$ cat config.mk
export PLATFORM = sky130hd
export DESIGN_NAME = mem_burst_tester
export DESIGN_NICKNAME = d
export VERILOG_FILES = /design/src/rtl/mem_test_pkg.sv /design/src/rtl/mem_test_lfsr.sv /design/src/rtl/mem_burst_tester.sv
export SDC_FILE = /design/constraint.sdc
export NUM_CORES = 1
export LEC_CHECK = 0
export BUFFER_PORTS_ARGS = -buffer_cell sky130_fd_sc_hd__buf_2
export CORE_AREA = 4 4 146 148
export DETAILED_ROUTE_END_ITERATION = 16
export DIE_AREA = 0 0 150 152
export PLACE_DENSITY = 0.7
export SLEW_MARGIN = 20
export SYNTH_ARGS = -nofsm -noshare
export SYNTH_HDL_FRONTEND = slang
export SYNTH_SLANG_ARGS = --single-unit
$ cat constraint.sdc
create_clock -name mem_clk -period 13.47 [get_ports mem_clk]
set_clock_uncertainty 0.1 [all_clocks]
set_input_delay 0.6735 -clock mem_clk [delete_from_list [all_inputs] [get_ports mem_clk]]
set_output_delay 0.6735 -clock mem_clk [all_outputs]
set_load 0.02 [all_outputs]
$ cat src/rtl/mem_test_pkg.sv
// mem_test_pkg
// Shared types and constants for the burst traffic tester.
//   state_t          : tester FSM states (IDLE / WRITE / READ)
//   LFSR_POLY        : Galois tap mask for x^32 + x^22 + x^2 + x + 1
//   LFSR_SEED_PREFIX : top byte of the per-burst PRBS seed
//   ERR_CNT_MAX      : saturation value of the error counter
//   lfsr_step()      : one advance of the PRBS generator
package mem_test_pkg;

   typedef enum logic [1:0] {
      IDLE  = 2'd0,
      WRITE = 2'd1,
      READ  = 2'd2
   } state_t;

   localparam logic [31:0] LFSR_POLY        = 32'h0040_0007;
   localparam logic [7:0]  LFSR_SEED_PREFIX = 8'hA5;
   localparam logic [15:0] ERR_CNT_MAX      = 16'hFFFF;

   // Left-shifting Galois form: the bit shifted out of [31] folds back
   // into the x^22, x^2, x^1 and x^0 tap positions.
   function automatic logic [31:0] lfsr_step(input logic [31:0] s);
      return s[31] ? ({s[30:0], 1'b0} ^ LFSR_POLY) : {s[30:0], 1'b0};
   endfunction

endpackage

$ cat src/rtl/mem_test_lfsr.sv
// mem_test_lfsr
// 32-bit PRBS generator with synchronous seed load and single-step advance.
// Ports:
//   mem_clk    in  : clock
//   rst        in  : synchronous active-high reset (state -> 0)
//   load       in  : load seed (wins over advance)
//   seed       in  : 32-bit seed value
//   advance    in  : step the generator once
//   lfsr_state out : current 32-bit state
module mem_test_lfsr
   import mem_test_pkg::*;
(
   input  logic        mem_clk,
   input  logic        rst,
   input  logic        load,
   input  logic [31:0] seed,
   input  logic        advance,
   output logic [31:0] lfsr_state
);

   always_ff @(posedge mem_clk) begin
      if (rst)
         lfsr_state <= '0;
      else if (load)
         lfsr_state <= seed;
      else if (advance)
         lfsr_state <= lfsr_step(lfsr_state);
   end

endmodule

$ cat src/rtl/mem_burst_tester.sv
// mem_burst_tester
// Write/read-back burst traffic generator and checker for the mem_burst_v2
// burst port. Writes a pattern burst, reads the same address back, checks
// every beat, then steps the address, wrapping after ADDR_LIMIT.
// Build option: define MEM_BURST_TESTER_PRBS_EN for the PRBS pattern;
// otherwise the counter pattern is used and no LFSR logic is built.
// Ports:
//   mem_clk, rst                 : phy_clk and synchronous active-high reset
//   local_init_done, enable      : controller calibrated / run traffic
//   wr_burst_req/len/addr        : write burst request
//   wr_burst_data_req/data       : write beat strobe in, write word out
//   rd_burst_req/len/addr        : read burst request
//   rd_burst_data_valid/data     : read beat strobe and word in
//   burst_finish                 : end of current burst
//   busy                         : FSM not idle
//   err, err_pulse, err_cnt      : sticky flag, per-event pulse, saturating count
//   pass_cnt                     : completed full address sweeps
module mem_burst_tester
   import mem_test_pkg::*;
#(
   parameter int                    MEM_DATA_BITS = 128,
   parameter int                    ADDR_BITS     = 24,
   parameter int                    BURST_LEN     = 128,
   parameter int                    ADDR_STEP     = 128,
   parameter logic [ADDR_BITS-1:0]  ADDR_LIMIT    = 24'hFFFF80
)(
   input  logic                     mem_clk,
   input  logic                     rst,
   input  logic                     local_init_done,
   input  logic                     enable,
   output logic                     wr_burst_req,
   output logic [9:0]               wr_burst_len,
   output logic [ADDR_BITS-1:0]     wr_burst_addr,
   input  logic                     wr_burst_data_req,
   output logic [MEM_DATA_BITS-1:0] wr_burst_data,
   output logic                     rd_burst_req,
   output logic [9:0]               rd_burst_len,
   output logic [ADDR_BITS-1:0]     rd_burst_addr,
   input  logic                     rd_burst_data_valid,
   input  logic [MEM_DATA_BITS-1:0] rd_burst_data,
   input  logic                     burst_finish,
   output logic                     busy,
   output logic                     err,
   output logic                     err_pulse,
   output logic [15:0]              err_cnt,
   output logic [31:0]              pass_cnt
);

   localparam logic [9:0]           LEN10  = 10'(BURST_LEN);
   localparam logic [ADDR_BITS-1:0] STEP_A = ADDR_BITS'(ADDR_STEP);

   state_t                   state, state_nxt;
   logic [ADDR_BITS-1:0]     addr, addr_d;
   logic                     pass_inc;
   logic [9:0]               k;
   logic [10:0]              k_eff;
   logic [1:0]               n_ev;
   logic [MEM_DATA_BITS-1:0] exp_word;

   function automatic logic [15:0] err_sat_add(input logic [15:0] cnt, input logic [1:0] n);
      logic [16:0] sum;
      sum = {1'b0, cnt} + {15'd0, n};
      return (sum > {1'b0, ERR_CNT_MAX}) ? ERR_CNT_MAX : sum[15:0];
   endfunction

   assign wr_burst_len  = LEN10;
   assign rd_burst_len  = LEN10;
   assign wr_burst_addr = addr;
   assign rd_burst_addr = addr;
   assign busy          = (state != IDLE);

`ifdef MEM_BURST_TESTER_PRBS_EN
   logic [31:0] wr_lfsr, rd_lfsr, seed;

   // Seed from the address the new burst will use, which on READ->WRITE is
   // the stepped address being registered in the same cycle.
   assign seed = {LFSR_SEED_PREFIX, 24'(addr_d)};

   mem_test_lfsr u_wr_lfsr (
      .mem_clk    (mem_clk),
      .rst        (rst),
      .load       ((state_nxt == WRITE) && (state != WRITE)),
      .seed       (seed),
      .advance    ((state == WRITE) && wr_burst_data_req),
      .lfsr_state (wr_lfsr)
   );

   mem_test_lfsr u_rd_lfsr (
      .mem_clk    (mem_clk),
      .rst        (rst),
      .load       ((state_nxt == READ) && (state != READ)),
      .seed       (seed),
      .advance    ((state == READ) && rd_burst_data_valid),
      .lfsr_state (rd_lfsr)
   );

   assign wr_burst_data = {(MEM_DATA_BITS/32){wr_lfsr}};
   assign exp_word      = {(MEM_DATA_BITS/32){rd_lfsr}};
`else
   logic [7:0] pat_byte;

   // Read and write share addr and k, so one pattern byte serves both.
   assign pat_byte      = 8'(addr / STEP_A) + k[7:0];
   assign wr_burst_data = {(MEM_DATA_BITS/8){pat_byte}};
   assign exp_word      = {(MEM_DATA_BITS/8){pat_byte}};
`endif

   always_comb begin
      state_nxt = state;
      case (state)
         IDLE:    if (enable) state_nxt = WRITE;
         WRITE:   if (burst_finish) state_nxt = READ;
         READ:    if (burst_finish) state_nxt = enable ? WRITE : IDLE;
         default: state_nxt = IDLE;
      endcase
      if (!local_init_done)
         state_nxt = IDLE;
   end

   always_comb begin
      addr_d   = addr;
      pass_inc = 1'b0;
      if ((state == READ) && burst_finish && local_init_done) begin
         if (addr == ADDR_LIMIT) begin
            addr_d   = '0;
            pass_inc = 1'b1;
         end else begin
            addr_d = addr + STEP_A;
         end
      end
   end

   // The beat is checked before the short-burst test, so a final beat that
   // coincides with burst_finish counts towards completion.
   always_comb begin
      n_ev  = 2'd0;
      k_eff = {1'b0, k};
      if ((state == READ) && rd_burst_data_valid) begin
         if (k >= LEN10) begin
            n_ev = n_ev + 2'd1;
         end else begin
            k_eff = k_eff + 11'd1;
            if (rd_burst_data != exp_word)
               n_ev = n_ev + 2'd1;
         end
      end
      if ((state == READ) && burst_finish && (k_eff < {1'b0, LEN10}))
         n_ev = n_ev + 2'd1;
   end

   always_ff @(posedge mem_clk) begin
      if (rst) begin
         state        <= IDLE;
         addr         <= '0;
         k            <= '0;
         wr_burst_req <= 1'b0;
         rd_burst_req <= 1'b0;
         err          <= 1'b0;
         err_pulse    <= 1'b0;
         err_cnt      <= '0;
         pass_cnt     <= '0;
      end else begin
         state <= state_nxt;
         addr  <= addr_d;
         if (pass_inc)
            pass_cnt <= pass_cnt + 32'd1;

         // k restarts on every state change and stops at BURST_LEN so that
         // surplus read beats remain detectable.
         if (state_nxt != state)
            k <= '0;
         else if ((k < LEN10) && (((state == WRITE) && wr_burst_data_req) ||
                                  ((state == READ) && rd_burst_data_valid)))
            k <= k + 10'd1;

         if ((state_nxt == WRITE) && (state != WRITE))
            wr_burst_req <= 1'b1;
         else if ((state_nxt != WRITE) || wr_burst_data_req)
            wr_burst_req <= 1'b0;

         if ((state_nxt == READ) && (state != READ))
            rd_burst_req <= 1'b1;
         else if ((state_nxt != READ) || rd_burst_data_valid)
            rd_burst_req <= 1'b0;

         err_pulse <= (n_ev != 2'd0);
         if (n_ev != 2'd0) begin
            err     <= 1'b1;
            err_cnt <= err_sat_add(err_cnt, n_ev);
         end
      end
   end

endmodule

## After elaboration in Yosys (flattened, before gate mapping)

Index checks and enable logic that the tools add are counted.

| operators by class | value |
|---|---|
| $add $sub $neg | 7 |
| order comparisons | 4 |
| equal/unequal tests | 11 |
| multiplexer cells | 20 |
| reductions and logical operators | 17 |

Operators with widths:

| cell | count |
|---|---|
| 128-bit inequality test | 1 |
| 32-bit by 1-bit adder with 32-bit output (second input constant) | 1 |
| 24-bit by 8-bit adder with 24-bit output (second input constant) | 1 |
| 24-bit == test (second input constant) | 1 |
| 24-bit two-way mux | 1 |
| 11-bit two-way mux | 2 |
| 16-bit by 2-bit adder with 17-bit output | 1 |
| 17-bit by 16-bit > comparator with 1-bit output (second input constant) | 1 |
| 16-bit two-way mux | 1 |
| 10-bit by 1-bit adder with 11-bit output (second input constant) | 1 |
| 11-bit by 8-bit less-than comparator with 1-bit output (second input constant) | 1 |
| 10-bit by 1-bit adder with 10-bit output (second input constant) | 1 |
| 10-bit by 8-bit >= comparator with 1-bit output (second input constant) | 1 |
| 10-bit by 8-bit less-than comparator with 1-bit output (second input constant) | 1 |
| 1-bit two-way mux | 10 |
| 2-bit two-way mux | 5 |
| 8-bit adder | 1 |
| 1-bit logical AND | 8 |
| 2-bit nonzero test | 4 |
| 2-bit one-hot mux with 3 select lines | 1 |
| 2-bit by 1-bit == test with 1-bit output (second input constant) | 2 |
| 2-bit == test (second input constant) | 2 |
| 2-bit by 1-bit inequality test with 1-bit output (second input constant) | 2 |
| 2-bit inequality test (second input constant) | 2 |
| other kinds (5) | 7 |

| storage, ports and cells | value |
|---|---|
| flip-flop bits (word level) | 88 |
| input bits | 135 |
| output and inout bits | 249 |
| word-level logic and storage cells | 68 |

## Longest topological paths before layout

Gate-level depths: netlist (run 1).

| depth | value |
|---|---|
| depth in word-level cells | 10 |
| gate-level depth with buffers | 18 |

## Least setup slack after synthesis (run 1)

OpenSTA, ideal clock, no wires.

| timing | value |
|---|---|
| kind | reg-to-reg |
| from | register addr[7] (netlist: rd_burst_addr[7]) |
| to | register err_cnt[3] |
| setup time | 91 ps |
| data arrival time | 5424 ps |
| path slack | 7855 ps |
| stages on the path, launching flop included | 19 |
| path buffers | 1 |
| period minus slack after synthesis | 5615 ps |
| path through | dfxtp_1 > ha_1 > fa_1 > xor2_1 > and3_1 > o22ai_1 > or4_1 > nor4_2 > o211ai_1 > ha_1 > ha_1 > fa_1 > nand3_1 > nor3_1 > a41o_1 > clkbuf_1 > o21ai_0 > nor2b_1 > a311oi_1 |

| on the way | value |
|---|---|
| cells in the longest elaborated chain, start to end | 10 |

RTL lines:

| element | line | RTL |
|---|---|---|
| from (decl) | mem_burst_tester.sv:53 | `logic [ADDR_BITS-1:0] addr, addr_d;` |
| from (signal assigned) | mem_burst_tester.sv:164 | `addr <= addr_d;` |
| 8-bit adder * | mem_burst_tester.sv:103 | `assign pat_byte = 8'(addr / STEP_A) + k[7:0];` |
| named net wr_burst_data[2] | mem_burst_tester.sv:35 | `output logic [MEM_DATA_BITS-1:0] wr_burst_data,` |
| 128-bit inequality test * | mem_burst_tester.sv:143 | `if (rd_burst_data != exp_word)` |
| 1-bit two-way mux * | mem_burst_tester.sv:143 |  |
| 1-bit two-way mux * | mem_burst_tester.sv:139 | `if (k >= LEN10) begin` |
| 1-bit two-way mux * | mem_burst_tester.sv:138 | `if ((state == READ) && rd_burst_data_valid) begin` |
| 2-bit by 1-bit adder with 2-bit output | mem_burst_tester.sv:148 | `n_ev = n_ev + 2'd1;` |
| 2-bit two-way mux * | mem_burst_tester.sv:147 | `if ((state == READ) && burst_finish && (k_eff < {1'b0, LEN10}))` |
| 16-bit by 2-bit adder with 17-bit output | mem_burst_tester.sv:62 | `sum = {1'b0, cnt} + {15'd0, n};` |
| 17-bit by 16-bit > comparator with 1-bit output | mem_burst_tester.sv:63 | `return (sum > {1'b0, ERR_CNT_MAX}) ? ERR_CNT_MAX : sum[15:0];` |
| 16-bit two-way mux | mem_burst_tester.sv:63 |  |
| to (signal assigned) | mem_burst_tester.sv:189 | `err_cnt <= err_sat_add(err_cnt, n_ev);` |
| to (decl) | mem_burst_tester.sv:45 | `output logic [15:0] err_cnt,` |

Mark *: on every way through the listed nets, which the timed path passes. The rest lies on a longest branch.
A chain may end at the register's enable or synchronous reset.

## Final worst setup path (run 1)

| timing | value |
|---|---|
| from | register addr[7] (netlist: rd_burst_addr[7]) |
| to | register err_cnt[11] |

| on the way | value |
|---|---|
| cells in the longest elaborated chain, start to end | 10 |

RTL lines:

| element | line |
|---|---|
| 8-bit adder * | mem_burst_tester.sv:103 |
| 128-bit inequality test * | mem_burst_tester.sv:143 |
| 1-bit two-way mux * | mem_burst_tester.sv:143 |
| 1-bit two-way mux * | mem_burst_tester.sv:139 |
| 1-bit two-way mux * | mem_burst_tester.sv:138 |
| 2-bit by 1-bit adder with 2-bit output | mem_burst_tester.sv:148 |
| 2-bit two-way mux * | mem_burst_tester.sv:147 |
| 16-bit by 2-bit adder with 17-bit output | mem_burst_tester.sv:62 |
| 17-bit by 16-bit > comparator with 1-bit output | mem_burst_tester.sv:63 |
| 16-bit two-way mux | mem_burst_tester.sv:63 |

Every way passes the cells marked *; elsewhere a longest branch is shown, timed or not.

==> results of run 1 <==
final cells by class:
cell class                      instances  area [sq um]  area share
Clock inverter                          7         111.4     0.01526
Timing Repair Buffer                  353          1777      0.2434
Tap cell                              270         337.8     0.04628
Inverter                               13         48.80    0.006685
Clock buffer                            9         225.2     0.03085
Multi-Input combinational cell        504          3178      0.4354
Sequential cell                        81          1622      0.2221
cell usage in the layout (no fill, tap or decap), types with 3 or more instances in the layout:
master | netlist | routed
or4_1 | 10 | 10
nor2b_1 | 5 | 5
nand4_1 | 59 | 59
buf_4 | 173 | 4
a211oi_1 | 10 | 10
conb_1 | 2 | 34
a21o_1 | 3 | 3
a311oi_1 | 5 | 5
xor2_1 | 40 | 40
nand3_1 | 20 | 20
or3_1 | 10 | 10
o21a_1 | 5 | 5
nor3_1 | 13 | 13
dfxtp_1 | 81 | 81
nor3b_1 | 4 | 4
or2_2 | 5 | 5
buf_2 | 3 | 349
inv_1 | 13 | 13
a31oi_1 | 3 | 3
clkbuf_16 | 0 | 9
ha_1 | 15 | 15
nand2_1 | 33 | 33
and4_1 | 11 | 11
mux2i_1 | 12 | 12
o21ai_0 | 16 | 16
and2_1 | 4 | 4
nor2_1 | 85 | 85
nor4_1 | 28 | 28
and3_1 | 11 | 11
a21oi_1 | 19 | 19
xnor2_1 | 13 | 13
path summary, 6_finish.rpt:
kind | to | slack [ns] | cells past startpoint
worst max-delay path | err_cnt[11] | 7.35 | 17
worst min-delay path | k[9] | 0.33 | 2
worst max register to register | err_cnt[11] | 7.35 | 17
worst min register to register | k[9] | 0.33 | 2
worst max-delay path: cells and delay by family, from the launching register on:
kind / cells / cell delay [ns]
mux: 1 / 0.16
fa+ha+maj: 5 / 1.88
compound gates: 5 / 1.42
flops: 1 / 0.43
simple gates: 6 / 1.97
sequential cells by signal (all words and copies together), names as in the netlist:
signal         count
state              2
wr_burst_req       1
err_pulse          1
err                1
err_cnt           16
k                 10
rd_burst_addr     17
pass_cnt          32
rd_burst_req       1
where the power goes:
group / total, mW / switching, mW / internal [mW]
clock: 0.274 / 0.108 / 0.166
combinational: 0.0560 / 0.0343 / 0.0217
sequential: 0.242 / 0.00178 / 0.241
stage by stage:
step	area [sq um]	std cells
after floorplan	6218	789
after global placement	6963	1221
after detailed placement	6963	1221
after CTS	7300	1237
after global routing	7300	1237
final	7300	1237
kinds of logic after synthesis:
| family | after synthesis | synth area share |
|---|---|---|
| flip-flops | 81 | 0.2659 |
| multiplexers | 12 | 0.01970 |
| other | 2 | 0.001231 |
| AO/OA/AOI/OAI | 76 | 0.08310 |
| AND/OR/NAND/NOR | 312 | 0.2840 |
| buffers and inverters | 204 | 0.2327 |
| XOR/XNOR | 53 | 0.07612 |
| adder cells (fa/ha/maj) | 17 | 0.03734 |
per-layer routing:
metal / routed length, microns / up-vias / global-route usage / share of wire
li1: - / 2922 / - / -
met1: 8060 / 2725 / 0.1969 / 0.44
met2: 8804 / 249 / 0.2541 / 0.48
met3: 1414 / 20 / 0.02830 / 0.076
met4: 201 / 2 / 0.03704 / 0.011
met5: 13 / - / 0 / 0.00070
==> metrics.csv, run 1 <==
metric;value;unit
LEAKAGE;3.652;nW
Root Buffer;clkbuf_16;
Synth top cells by count;173 x buf_4, 85 x nor2_1, 81 x dfxtp_1;
fmax;163.5;MHz
Syn Area/Cell;8.056;sq um
Worst-path clk slew;0.07;ns
Post-route DRC;0;
Layout area overhead;19.70;%
Post-DRT Antenna Nets;0;
vias in the first global route;5358;
ys async rst share;0;
Worst setup EP type;flip-flop;
first drt pass iteration count;4;
# resized after CTS;0;
total number of vias;5918;
# hold bufs at CTS;0;
post-synthesis cell count;757;
Die H;152;microns
First DRT Iteration DRCs;289;
Worst Max-Slew Pin Slew;0.9715;ns
RSZ-0062 raised after global routing;no;
DIE WIDTH;150;microns
share of post-route cells with drive strength above 1;0.3950;
final wirelength;18.49;mm
area leader, netlist;dfxtp_1;
Final Setup Violations;0;
clk_lat worst skew;0.34;ns
number of synthesized flops with an enable pin;0;
hold slack;0.3339;ns
Final Worst Setup Slack;7.354;ns
Fin. Hold Viols;0;
antenna cell count;0;
Core ar.;0.02004;sq mm
crit-path max cell delay;0.80;ns
crit-path max FO;23;
Initial Util;0.3043;
fin. max-slew vios;0;
worst vdd ir;0.08532;mV
crit start category;flip-flop;
FILL cells;2120;
total gr overflow;0;
Tcrit/Tclk final;0.4540;
initial antenna violation count;1;
Worst Hold Launch;k[9];
critical path, cell by cell;ha_1 -> fa_1 -> or4_1 -> mux2i_1 -> nand4_1 -> or4_1 -> nor4_2 -> o211ai_1 -> ha_1 -> ha_1 -> fa_1 -> nand3_1 -> nor3_1 -> a41oi_1 -> o21ai_0 -> a21oi_1 -> a311oi_1;
fin util;0.3643;
Num CTS Buffers;9;
WP data required;13.54;ns
CP most frequent cell;ha_1;
Power Total;572.1;uW
Place WS;7.306;ns
Crit Path Class;reg -> reg;
relative slew slack;0.3438;
GPL Wtd Cong;0.8252;
largest net degree at the start of global routing;57;
critical path's slowest cell;a41oi_1;
post-route setup TNS;0;ns
CTS max path bufs;2;
synthesis warning total;0;
final worst path period need;6.116;ns
WL/cell;14.95;microns
CTS tree;built;
outcome;completed;
global-route wire length before repair;28.06;mm
Hold/Removal Path Class;reg -> reg;
hpwl dp;15.04;mm
sequential element share of the synthesized area;0.2659;
CTS sink cnt;81;
Core Rows;52;
share of the synthesized area in the top cell type;0.2659;
Final nets;1114;
r2r startpoint;rd_burst_addr[7];
boundary pin count;384;
top-count cell post-synth;buf_4;
total of max-cap violations;0;
Setup crit start;rd_burst_addr[7];
post-synth cell types;53;
ys flop type;dfxtp_1;
I/O Buffers;349;
PD cells;78.37;mW/mm^2
Global Route Usage Sum;0.1503;
die area;0.02280;sq mm
post-CTS setup buffers;0;
synth top area cells;dfxtp_1 27%, buf_4 21%, nand4_1 6.1%;
CP arrival;6.19;ns
Post-Syn Area;0.006098;sq mm
CTS HTree Levels;3;
flops & latches, synth;81;
mean number of vias per cell;4.784;
Power figures use the tool's default switching activity.
==> run 2: changes to the inputs <==
==> constraint.sdc (replaced) <==
create_clock -name mem_clk -period 6 [get_ports mem_clk]
set_clock_uncertainty 0.1 [all_clocks]
set_input_delay 0.3 -clock mem_clk [delete_from_list [all_inputs] [get_ports mem_clk]]
set_output_delay 0.3 -clock mem_clk [all_outputs]
set_load 0.02 [all_outputs]
==> run 2 against run 1 <==
  * Die area unchanged
  * Critical path depth up 1
  * Critical path type unchanged
  * Critical endpoint is now err_cnt[6]
  * Wire length up 0.82%
  * Maximum frequency up 10%
  * Via count up 0.83%
  * Final cell count up 0.57%
  * Worst hold slack worse by 0.15 ns
  * Register-to-register slack worse by 6.9 ns
  * Cell area up 0.91%
  * Global-route usage up 0.27 points
  * Combinational power up 130%
  * Clock power up 140%
==> metrics.csv, run 2 (same netlist as run 1, synthesis figures left out) <==
metric;value;unit;change
outcome;completed;;
vias in the first global route;5355;;-0.056%
relative slew slack;0.3756;;+0.03178
CTS sink cnt;81;;unchanged
Worst-path clk slew;0.07;ns;about the same
crit start category;flip-flop;;
Crit Path Class;reg -> reg;;
LEAKAGE;3.698;nW;+1.2%
CTS tree;built;;
Hold/Removal Path Class;in -> reg;;
post-route setup TNS;0;ns;unchanged
clk_lat worst skew;0.34;ns;about the same
Fin. Hold Viols;0;;unchanged
worst vdd ir;0.1480;mV;+73%
total of max-cap violations;0;;unchanged
hpwl dp;15.05;mm;about the same
Die H;152;microns;unchanged
post-CTS setup buffers;0;;unchanged
Final Setup Violations;0;;unchanged
Area after DPL;0.007015;sq mm;+0.75%
commonest non-fill, non-tap cell in the layout;buf_2;;
largest net degree at the start of global routing;57;;unchanged
share of post-route cells with drive strength above 1;0.3994;;+0.004348
First DRT Iteration DRCs;292;;+1.0%
WP data required;6.10;ns;-7.44 ns
Post-route DRC;0;;unchanged
total number of vias;5967;;+0.83%
final wirelength;18.65;mm;+0.82%
Place WS;0.4437;ns;-6.862 ns
CTS HTree Levels;3;;unchanged
Post-DRT Antenna Nets;0;;unchanged
Final Worst Setup Slack;0.4383;ns;-6.916 ns
Root Buffer;clkbuf_16;;
# hold bufs at CTS;0;;unchanged
mean number of vias per cell;4.797;;+0.26%
WL/cell;14.99;microns;+0.25%
Num CTS Buffers;9;;unchanged
Worst Max-Slew Pin Slew;0.9332;ns;-0.03832 ns
most frequent cells in the layout;349 x buf_2, 85 x nor2_1, 81 x dfxtp_1, 59 x nand4_1, 40 x xor2_1;;
Global Route Usage Sum;0.1530;;+0.002714
I/O Buffers;349;;unchanged
DIE WIDTH;150;microns;unchanged
PD cells;179.8;mW/mm^2;+130%
CTS max path bufs;2;;unchanged
Largest Register;pass_cnt;;
antenna cell count;0;;unchanged
Tcrit/Tclk final;0.9269;;+0.4729
Worst setup EP type;flip-flop;;
boundary pin count;384;;unchanged
Core Rows;52;;unchanged
final worst path period need;5.562;ns;-0.5540 ns
crit-path max FO;8;;-65%
Initial Util;0.3043;;unchanged
flip-flop count of the largest register after layout;32;;unchanged
Core ar.;0.02004;sq mm;unchanged
# resized after CTS;0;;unchanged
fmax;179.8;MHz;+10%
GPL Wtd Cong;0.8507;;+3.1%
Layout area overhead;20.78;%;
fin. max-slew vios;0;;unchanged
die area;0.02280;sq mm;unchanged
first drt pass iteration count;4;;unchanged
Final nets;1121;;+0.63%
design area;0.007366;sq mm;+0.91%
global-route wire length before repair;28.39;mm;+1.2%
CP arrival;5.66;ns;-0.53 ns
RSZ-0062 raised after global routing;no;;
initial antenna violation count;1;;unchanged
total gr overflow;0;;unchanged
run 2: final cells by class:
class	count	area, sq um
Tap cell	270	337.8
Multi-Input combinational cell	504	3178
Timing Repair Buffer	360	1829
Clock buffer	9	225.2
Inverter	13	48.80
Clock inverter	7	125.1
Sequential cell	81	1622
Fill cell	2087	12670
run 2: stage by stage:
stage | std cells | utilization | total power [mW] | hold slack (ns)
final | 1244 | 0.3676 | 1.325 | 0.1822
after floorplan | 789 | - | 0.6343 | 0.3123
after global routing | 1244 | 0.3676 | 1.386 | 0.1840
after global placement | 1228 | 0.3501 | 0.6805 | 0.3207
after CTS | 1244 | 0.3676 | 1.345 | 0.1694
after detailed placement | 1228 | 0.3501 | 0.6826 | 0.3250
run 2: power by group:
| part | internal [mW] | switching [mW] |
|---|---|---|
| logic | 0.0491 | 0.0772 |
| registers | 0.540 | 0.00404 |
| clock network | 0.411 | 0.242 |
| total | 1.00 | 0.324 |
run 2: metal layers:
metal | routed length, microns | vias up | share of wire | global-route usage
met3 | 1302 | 20 | 0.070 | 0.03247
met2 | 8939 | 224 | 0.48 | 0.2556
met1 | 8124 | 2787 | 0.44 | 0.1999
li1 | - | 2934 | - | -
met5 | 13 | - | 0.00070 | 0
met4 | 266 | 2 | 0.014 | 0.04009
run 2: worst max-delay path, cell delays in order (launching register included):
cell and delay (ns):
dfxtp_1 0.41, ha_1 0.23, fa_1 0.53, or4_1 0.55, mux2i_1 0.13, nand4_1 0.11, or4_1 0.57, nor4_2 0.42
o211ai_1 0.14, ha_1 0.32, ha_1 0.21, fa_1 0.43, nand3_1 0.17, nor3_1 0.09, a41oi_1 0.51, buf_4 0.25
a21oi_1 0.07, nor2_1 0.12, a211oi_1 0.06
run 2: path summary, 6_finish.rpt:
path / from / end / slack [ns] / depth (start not counted)
min reg2reg: k[9] / k[9] / 0.33 / 2
min: local_init_done / state[1] / 0.18 / 2
max: k[0] / err_cnt[6] / 0.44 / 18
max reg2reg: k[0] / err_cnt[6] / 0.44 / 18
==> run 3: changes to the inputs <==
--- a/config.mk
+++ b/config.mk
@@ -6,11 +6,11 @@
 export NUM_CORES = 1
 export LEC_CHECK = 0
 export BUFFER_PORTS_ARGS = -buffer_cell sky130_fd_sc_hd__buf_2
-export CORE_AREA = 4 4 146 148
+export CORE_AREA = 5 5 147 149
+export CTS_BUF_LIST = sky130_fd_sc_hd__clkbuf_16
 export DETAILED_ROUTE_END_ITERATION = 16
-export DIE_AREA = 0 0 150 152
+export DIE_AREA = 0 0 152 154
 export PLACE_DENSITY = 0.7
-export SLEW_MARGIN = 20
 export SYNTH_ARGS = -nofsm -noshare
 export SYNTH_HDL_FRONTEND = slang
 export SYNTH_SLANG_ARGS = --single-unit
==> run 3 against run 2 <==
  * Count of clock-buffer cells in the layout unchanged
  * Critical path depth did not move
  * Worst hold slack lost 0.0067 ns
  * Clock power is 12% lower
  * Power decreased by 5.8%
  * Combinational power about the same
  * Global-route usage increased by 0.17 points
  * Wire length increased by 3.8%
==> metrics.csv, run 3 (same netlist as run 1, synthesis figures left out) <==
metric;value;unit;change
total gr overflow;0;;unchanged
mean number of vias per cell;4.792;;about the same
CTS sink cnt;81;;unchanged
clk_lat worst skew;0.35;ns;about the same
first drt pass iteration count;4;;unchanged
die area;0.02341;sq mm;+2.7%
Post-route DRC;0;;unchanged
initial antenna violation count;0;;-1
post-route setup TNS;0;ns;unchanged
Tcrit/Tclk final;0.9214;;-0.005495
Layout area overhead;19.74;%;
crit-path max FO;10;;+2
relative slew slack;0.3568;;-0.01874
WP data required;6.16;ns;+0.06 ns
CP most frequent cell;ha_1;;
global-route wire length before repair;29.94;mm;+5.5%
final worst path period need;5.529;ns;-0.03297 ns
crit start category;flip-flop;;
GPL Wtd Cong;0.8954;;+5.3%
Core Rows;52;;unchanged
boundary pin count;384;;unchanged
CP arrival;5.69;ns;+0.03 ns
Fin. Hold Viols;0;;unchanged
total number of vias;5947;;-0.34%
CTS tree;built;;
# hold bufs at CTS;0;;unchanged
WL/cell;15.59;microns;+4.0%
Final Setup Violations;0;;unchanged
commonest non-fill, non-tap cell in the layout;buf_2;;
Core ar.;0.02004;sq mm;unchanged
post-CTS setup buffers;0;;unchanged
Num CTS Buffers;9;;unchanged
total of max-cap violations;0;;unchanged
Worst-path clk slew;0.07;ns;about the same
final wirelength;19.35;mm;+3.8%
# resized after CTS;0;;unchanged
Post-DRT Antenna Nets;0;;unchanged
flop-to-flop setup slack;0.47;ns;+0.03 ns
CTS HTree Levels;3;;unchanged
Worst setup EP type;flip-flop;;
fmax;180.9;MHz;+0.60%
largest net degree at the start of global routing;57;;unchanged
fin. max-slew vios;0;;unchanged
Die H;154;microns;+1.3%
worst vdd ir;0.1236;mV;-17%
Initial Util;0.3043;;unchanged
hpwl dp;15.81;mm;+5.1%
RSZ-0062 raised after global routing;no;;
Hold/Removal Path Class;in -> reg;;
I/O Buffers;349;;unchanged
LEAKAGE;3.660;nW;-1.0%
outcome;completed;;
crit-path max cell delay;0.57;ns;about the same
critical path, cell by cell;ha_1 -> fa_1 -> or4_1 -> mux2i_1 -> nand4_1 -> or4_1 -> nor4_2 -> o211ai_1 -> ha_1 -> ha_1 -> fa_1 -> nand3_1 -> nor3_1 -> buf_4 -> a41o_1 -> o21ai_0 -> nor2b_1 -> a311oi_1;;
Root Buffer;clkbuf_16;;
Worst Max-Slew Pin Slew;0.9576;ns;+0.02436 ns
Crit Path Class;reg -> reg;;
vias in the first global route;5591;;+4.4%
First DRT Iteration DRCs;309;;+5.8%
antenna cell count;0;;unchanged
DIE WIDTH;152;microns;+1.3%
PD cells;170.9;mW/mm^2;-4.9%
fin util;0.3644;;-0.003184
most frequent cells in the layout;349 x buf_2, 85 x nor2_1, 81 x dfxtp_1, 59 x nand4_1, 40 x xor2_1;;
Largest Register;pass_cnt;;
share of post-route cells with drive strength above 1;0.3975;;-0.001856
Global Route Usage Sum;0.1547;;+0.001737
critical path's slowest cell;or4_1;;
CTS max path bufs;2;;unchanged
Final nets;1118;;-0.27%
flip-flop count of the largest register after layout;32;;unchanged
## run 3: cell type report
type | instances | area (sq um)
clock buffers | 9 | 225.2
clock inverters | 7 | 83.83
fillers | 2140 | 12740
inverters | 13 | 48.80
multi-input cells | 504 | 3178
flip-flops and latches | 81 | 1622
well taps | 270 | 337.8
repair buffers | 357 | 1807
## run 3: worst paths after layout
check | startpoint | endpoint | cells after the start
setup / recovery | k[0] | err_cnt[3] | 18
hold / removal | local_init_done | state[1] | 2
setup reg to reg | k[0] | err_cnt[3] | 18
hold reg to reg | k[9] | k[9] | 2
## run 3: through the flow
stage | setup WS (ns) | hold WS, ns | power, mW | std cells | cell area, sq um
5_1_grt | 0.04730 | 0.1711 | 1.299 | 1241 | 7302
6_report | 0.4713 | 0.1755 | 1.248 | 1241 | 7302
3_3_place_gp | 0.5757 | 0.3201 | 0.6809 | 1225 | 6993
4_1_cts | 0.3981 | 0.1606 | 1.265 | 1241 | 7302
3_5_place_dp | 0.4352 | 0.3252 | 0.6820 | 1225 | 6993
2_1_floorplan | 0.3847 | 0.3123 | 0.6343 | 789 | 6218
## run 3: routing by layer
| metal | global-route usage | wire length (microns) |
|---|---|---|
| met5 | 0 | 0 |
| met4 | 0.04324 | 295 |
| met3 | 0.03288 | 1205 |
| met2 | 0.2593 | 9188 |
| met1 | 0.2017 | 8658 |
## run 3: critical path, delay by kind of cell (launching register included)
family,cells,cell delay (ns)
buffers and inverters,1,0.18
adders and majority gates,5,1.49
muxes,1,0.16
DFF,1,0.41
and+or+nand+nor,7,2.21
AOI/OAI and AO/OA,4,0.89
## run 3: power breakdown
group / internal (mW) / total, mW / switching (mW) / leakage, nW
registers: 0.540 / 0.544 / 0.00410 / 0.653
logic: 0.0491 / 0.127 / 0.0774 / 2.86
clock network: 0.331 / 0.577 / 0.246 / 0.149
